--- config.mk ---
export PLATFORM = sky130hd
export DESIGN_NAME = period_meter_flat
export DESIGN_NICKNAME = d
export VERILOG_FILES = /design/src/rtl/period_meter_if.sv /design/src/rtl/period_meter.sv /design/src/flat_wrapper.sv
export SDC_FILE = /design/constraint.sdc
export NUM_CORES = 1
export LEC_CHECK = 0
export ABC_CLOCK_PERIOD_IN_PS = 3380
export BUFFER_PORTS_ARGS = -buffer_cell sky130_fd_sc_hd__buf_2
export CORE_MARGIN = 2
export CORE_UTILIZATION = 56
export CTS_CLUSTER_SIZE = 20
export DETAILED_ROUTE_END_ITERATION = 8
export GPL_TIMING_DRIVEN = 0
export PLACE_DENSITY = 0.79
export SLEW_MARGIN = 20
export SYNTH_ARGS = -nofsm -noshare
export SYNTH_HDL_FRONTEND = slang
export SYNTH_SLANG_ARGS = --single-unit
--- constraint.sdc ---
create_clock -name clk -period 3.38 [get_ports clk]
set_input_delay 0.507 -clock clk [delete_from_list [all_inputs] [get_ports clk]]
set_output_delay 0.507 -clock clk [all_outputs]
set_load 0.01 [all_outputs]
--- src/rtl/period_meter_if.sv ---
// period_meter_if: result bus of the strobe-period meter.
//   period        - last captured period, W bits
//   period_valid  - period holds an unconsumed result
//   period_ready  - consumer accepts period when high with period_valid
//   overflow      - one-cycle timeout pulse
//   lost          - one-cycle pulse, unconsumed result overwritten
//   locked        - recent periods are all equal
// master: the meter; slave: the consumer.
interface period_meter_if #(
  parameter int unsigned W = 9
) ();
  logic [W-1:0] period;
  logic         period_valid;
  logic         period_ready;
  logic         overflow;
  logic         lost;
  logic         locked;

  modport master (
    output period, period_valid, overflow, lost, locked,
    input  period_ready
  );

  modport slave (
    input  period, period_valid, overflow, lost, locked,
    output period_ready
  );
endinterface

--- src/rtl/period_meter.sv ---
// period_meter: measures clock cycles between successive single-cycle
// strobes on en_in and presents each measurement on a valid/ready bus.
// Ports:
//   clk    - rising-edge clock
//   rst_n  - asynchronous active-low reset
//   en_in  - strobe under measurement
//   res    - period_meter_if.master result bus (period, period_valid,
//            period_ready, overflow, lost, locked)
// Parameters: max_period (largest measurable period, >= 2),
//             lock_count (equal periods needed for lock, >= 2).
// Optional feature: define PERIOD_METER_LOCK_EN to build lock detection;
// otherwise locked is tied to 0.
module period_meter #(
  parameter int unsigned max_period = 256,
  parameter int unsigned lock_count = 4
) (
  input  logic           clk,
  input  logic           rst_n,
  input  logic           en_in,
  period_meter_if.master res
);

  localparam int unsigned W = $clog2(max_period + 1);

  localparam logic [0:0] IDLE  = 1'b0;
  localparam logic [0:0] ARMED = 1'b1;

  // Elaboration-time parameter sanity check
  if (max_period < 2 || lock_count < 2) begin : g_param_check
    $error("period_meter: max_period and lock_count must both be >= 2");
  end

  logic [0:0]   state_q, state_d;
  logic [W-1:0] cnt_q, cnt_d;
  logic [W-1:0] period_q, period_d;
  logic         valid_q, valid_d;
  logic         overflow_q, overflow_d;
  logic         lost_q, lost_d;
  logic         capture_c;

  // Next-state, counter and output-register logic
  always_comb begin
    state_d    = state_q;
    cnt_d      = cnt_q;
    period_d   = period_q;
    valid_d    = valid_q;
    overflow_d = 1'b0;
    lost_d     = 1'b0;
    capture_c  = 1'b0;

    case (state_q)
      IDLE: begin
        cnt_d = '0;
        if (en_in) begin
          state_d = ARMED;
          cnt_d   = W'(1);
        end
      end
      ARMED: begin
        if (en_in) begin
          capture_c = 1'b1;
          cnt_d     = W'(1);
        end else if (cnt_q == W'(max_period)) begin
          overflow_d = 1'b1;
          state_d    = IDLE;
          cnt_d      = '0;
        end else begin
          cnt_d = cnt_q + W'(1);
        end
      end
      default: begin
        state_d = IDLE;
        cnt_d   = '0;
      end
    endcase

    // A capture always wins over a handshake; valid stays set
    if (capture_c) begin
      period_d = cnt_q;
      valid_d  = 1'b1;
      lost_d   = valid_q && !res.period_ready;
    end else if (valid_q && res.period_ready) begin
      valid_d = 1'b0;
    end
  end

  always_ff @(posedge clk or negedge rst_n) begin
    if (!rst_n) begin
      state_q    <= IDLE;
      cnt_q      <= '0;
      period_q   <= '0;
      valid_q    <= 1'b0;
      overflow_q <= 1'b0;
      lost_q     <= 1'b0;
    end else begin
      state_q    <= state_d;
      cnt_q      <= cnt_d;
      period_q   <= period_d;
      valid_q    <= valid_d;
      overflow_q <= overflow_d;
      lost_q     <= lost_d;
    end
  end

  assign res.period       = period_q;
  assign res.period_valid = valid_q;
  assign res.overflow     = overflow_q;
  assign res.lost         = lost_q;

`ifdef PERIOD_METER_LOCK_EN
  localparam int unsigned MW = $clog2(lock_count);
  localparam logic [MW-1:0] MATCH_MAX = MW'(lock_count - 1);

  logic [MW-1:0] match_q, match_d;
  logic          has_prev_q, has_prev_d;
  logic          locked_q, locked_d;

  // Consecutive-equal-capture counter; the first capture after arming
  // has no predecessor to compare against
  always_comb begin
    match_d    = match_q;
    has_prev_d = has_prev_q;
    locked_d   = locked_q;

    if (capture_c) begin
      if (has_prev_q && (cnt_q == period_q)) begin
        match_d = (match_q == MATCH_MAX) ? match_q : match_q + MW'(1);
      end else begin
        match_d = '0;
      end
      has_prev_d = 1'b1;
      locked_d   = (match_d == MATCH_MAX);
    end else if (overflow_d) begin
      match_d    = '0;
      has_prev_d = 1'b0;
      locked_d   = 1'b0;
    end
  end

  always_ff @(posedge clk or negedge rst_n) begin
    if (!rst_n) begin
      match_q    <= '0;
      has_prev_q <= 1'b0;
      locked_q   <= 1'b0;
    end else begin
      match_q    <= match_d;
      has_prev_q <= has_prev_d;
      locked_q   <= locked_d;
    end
  end

  assign res.locked = locked_q;
`else
  assign res.locked = 1'b0;
`endif

endmodule

--- src/flat_wrapper.sv ---
// flat-port wrapper written by rule: the top's interface ports become plain ports
module period_meter_flat 
#(
  parameter int unsigned max_period = 256,
  parameter int unsigned lock_count = 4
)
  (clk, rst_n, en_in, res_period, res_period_valid, res_overflow, res_lost, res_locked, res_period_ready);
  period_meter_if #(.W(($clog2((256) + 1)))) res_i ();
  input  logic clk;
  input  logic rst_n;
  input  logic en_in;
  output wire logic [$bits(res_i.period)-1:0] res_period;
  output wire logic [$bits(res_i.period_valid)-1:0] res_period_valid;
  output wire logic [$bits(res_i.overflow)-1:0] res_overflow;
  output wire logic [$bits(res_i.lost)-1:0] res_lost;
  output wire logic [$bits(res_i.locked)-1:0] res_locked;
  input wire logic [$bits(res_i.period_ready)-1:0] res_period_ready;
  assign res_period = res_i.period;
  assign res_period_valid = res_i.period_valid;
  assign res_overflow = res_i.overflow;
  assign res_lost = res_i.lost;
  assign res_locked = res_i.locked;
  assign res_i.period_ready = res_period_ready;
  period_meter #(.max_period(max_period), .lock_count(lock_count)) u_core (.clk(clk), .rst_n(rst_n), .en_in(en_in), .res(res_i));
endmodule
==> results.md <==
- Setup TNS: 0 ns
- Status: finished clean
- Tmin final: between 1.5 and 2 ns
- Critical Path Sink Type: flop
- Post-synth ARST share: 100%
- Final core occ: 69.2%
- DRC Markers: 0
- Synth Cell Area: 923 um2
- Die W: around 45 um
- Starting DRT DRC Count: 3
- Diode count: 0
- Vias in the first global route: ~630
- Synth top area cells: dfrtp_1, mux2_2, o21ai_0
- Sequential area share after synthesis: between 50% and 60%
- Setup repair after global routing missed its margin: no
- R2R setup slack: between 1.5 and 2 ns
- Most common cell after layout, fill and taps aside: dfrtp_1
- CP Cell Sequence: inv_1 > ha_1 > or4b_1 > o21ai_1 > nor2_1
- Routability cong.: 0.757
- Pwr dens: 445 nW/um2
- Detailed-route via count: 638
- Total CTS buffers: 3
- Hold_ws: 0.135 ns
- Number of synthesized register bits: 22
- Synth Flop Type: dfrtp_1
- GRT Overall Usage: 19.7%
- Total Power: 0.469 mW
- Number of H-tree levels: 1
- CTS tree: yes
- Clock latency on the worst-skew pair: approximately 0.3 ns
- Placed instance count: 110
- Yosys warnings: 0
- Clock Skew: 0.00256 ns
- Max clock buf depth: 2
- Avg Cell Area, Syn: between 10 and 15 um2
- Fill cell count: approximately 120
- Detailed placement HPWL: about 1.2 mm
- Startpoint types: flop
- Kind of critical path: reg -> reg
- Die ar.: 1990 um2
- Via/cell ratio: about 5.6
- CTS Hold Bufs: 0
- CP top delay family: simple AND/OR/NAND/NOR gates
- Worst ir drop on vdd: between 300 and 400 uV
- Final #Nets: 105
- Root Buffer: clkbuf_4
- R2R cell count: 5
- Final Hold Fails: 0
- Least-Margin Pin Slew: 0.543 ns
- Port Buf Inserts: 15
- Syn Inst Count: 79
- Capture point of the worst reg-to-reg path: u_core.cnt_q[4]
- Initial antenna violation count: 0
- Crit-path max cell delay: 0.46 ns
- Slowest CP cell: o21ai_1
- DR pass1 iterations: 4
- Pleak: 0.523 nW
- Routed Wire Length: approximately 1.6 mm
- Worst min path class: in -> async
- Synthesized Nets: 85
- Final setup violating endpoints: 0
- Post-synth EDFFs: 0
- Non-filler cells, final: 114
- Layout cell share with drive strength beyond 1: 30.6%
- DR WL/cell: 13.8 um
- Initial Util: between 60 and 70%
- Period utilization: 54.3%
- FF+latch area: 551 um2
- Fmax achieved: 545 MHz
- First-pass GRT wire length: between 2 and 3 mm
- Row Count: 14
- Largest net degree at the start of global routing: 23
- Critical Path AT: 2.01 ns
- Crit path buffers/inverters: 1
- Worst-path clk slew: 0.11 ns
- Distinct cells, synth: 26
- Post-CTS resize count: 0
- Setup bufs post-CTS: 0
- Slew headroom: 63.6%
- P&R area growth vs syn: 14.2%
- RR Startpoint: u_core.cnt_q[0]
- Congestion Overflow GR: 0
- Slew Viols, Final: 0
- Leading area contributor after synthesis: dfrtp_1
- Post-synth top area share: 59.6%
- Core ar.: between 1500 and 2000 um2
- Worst-path fanout max: 7
- Worst endpoint required time: 3.56 ns
- Height of the die: 44.6 um
- Clock Sinks: 22
- IO Count: 17
- Commonest non-fill, non-tap cells in the layout: dfrtp_1, buf_2, o21ai_0
- Final ANT Viol Nets: 0
- Max_cap viols: 0
- Multi-input combinational cell area: around 350 um2
[area by class of cell]
class | count | area share [%]
Clock buffer | 4 | 3.44
Tap cell | 16 | 1.90
Buffer | 2 | 1.07
Sequential cell | 22 | 52.2
Timing Repair Buffer | 15 | 7.12
Inverter | 3 | 1.07
Multi-Input combinational cell | 52 | 33.2
[power by group]
part | switching (mW) | leakage (nW) | total, mW | internal (mW)
registers | 0.00989 | 0.289 | 0.284 | 0.274
logic | 0.0251 | 0.213 | 0.0437 | 0.0186
clock network | 0.0752 | 0.0210 | 0.141 | 0.0658
total | 0.110 | 0.523 | 0.469 | 0.359
[kinds of logic after synthesis]
kind of cell	synth area share [%]
buf+inv	2.44
xor+xnor	2.85
mux	7.32
compound gates	8.27
flops	59.6
simple gates	16.4
fa+ha+maj	2.71
other cells	0.406
[cells in the mapped netlist (all sizes together), types with 2 or more instances]
| library cell | count |
|---|---|
| dfrtp | 22 |
| o21ai | 8 |
| mux2 | 6 |
| nand2 | 6 |
| a21oi | 4 |
| nor2 | 4 |
| or3 | 4 |
| inv | 3 |
| nand3 | 3 |
| ha | 2 |
| nand4 | 2 |
| or4b | 2 |
| xnor2 | 2 |
[metrics by stage]
stage	cell area (um2)	setup WS, ns
2_1_floorplan	923	1.77
4_1_cts	1050	1.57
6_report	1050	1.55
3_5_place_dp	1020	1.58
3_3_place_gp	1020	1.61
5_1_grt	1050	1.39
[sequential cells by signal, summed over array words and instances, names as in the netlist]
register / flops
u_core.state_q: 1
u_core.cnt_q: 9
u_core.res.lost: 1
u_core.res.overflow: 1
u_core.res.period: 9
u_core.res.period_valid: 1
[worst register-to-register path, stage by stage (launching register included)]
cell and delay, ns:
dfrtp_1 0.44, inv_1 0.11, ha_1 0.15, or4b_1 0.45, o21ai_1 0.46, nor2_1 0.10
[worst max path at each step]
stage,end,slack [ns],depth (start not counted),start
finish,u_core.cnt_q[4],1.55,5,u_core.cnt_q[0]
detailed placement,u_core.cnt_q[3],1.58,5,u_core.cnt_q[0]
CTS,u_core.cnt_q[4],1.57,5,u_core.cnt_q[0]
floorplan,u_core.cnt_q[0],1.77,5,u_core.cnt_q[0]
global placement,u_core.cnt_q[2],1.61,5,u_core.cnt_q[0]
global route,u_core.cnt_q[3],1.39,5,u_core.cnt_q[0]
[per-layer routing]
layer | global-route usage, % | part of all wire, % | up-vias
li1 | - | - | 310
met2 | 34.2 | 51 | 18
met5 | 0 | 0 | -
met3 | 2.45 | 4.6 | 4
met4 | 12.7 | 2.5 | 0
met1 | 22.6 | 42 | 306
Note: power is estimated with default switching activity, not from simulation.
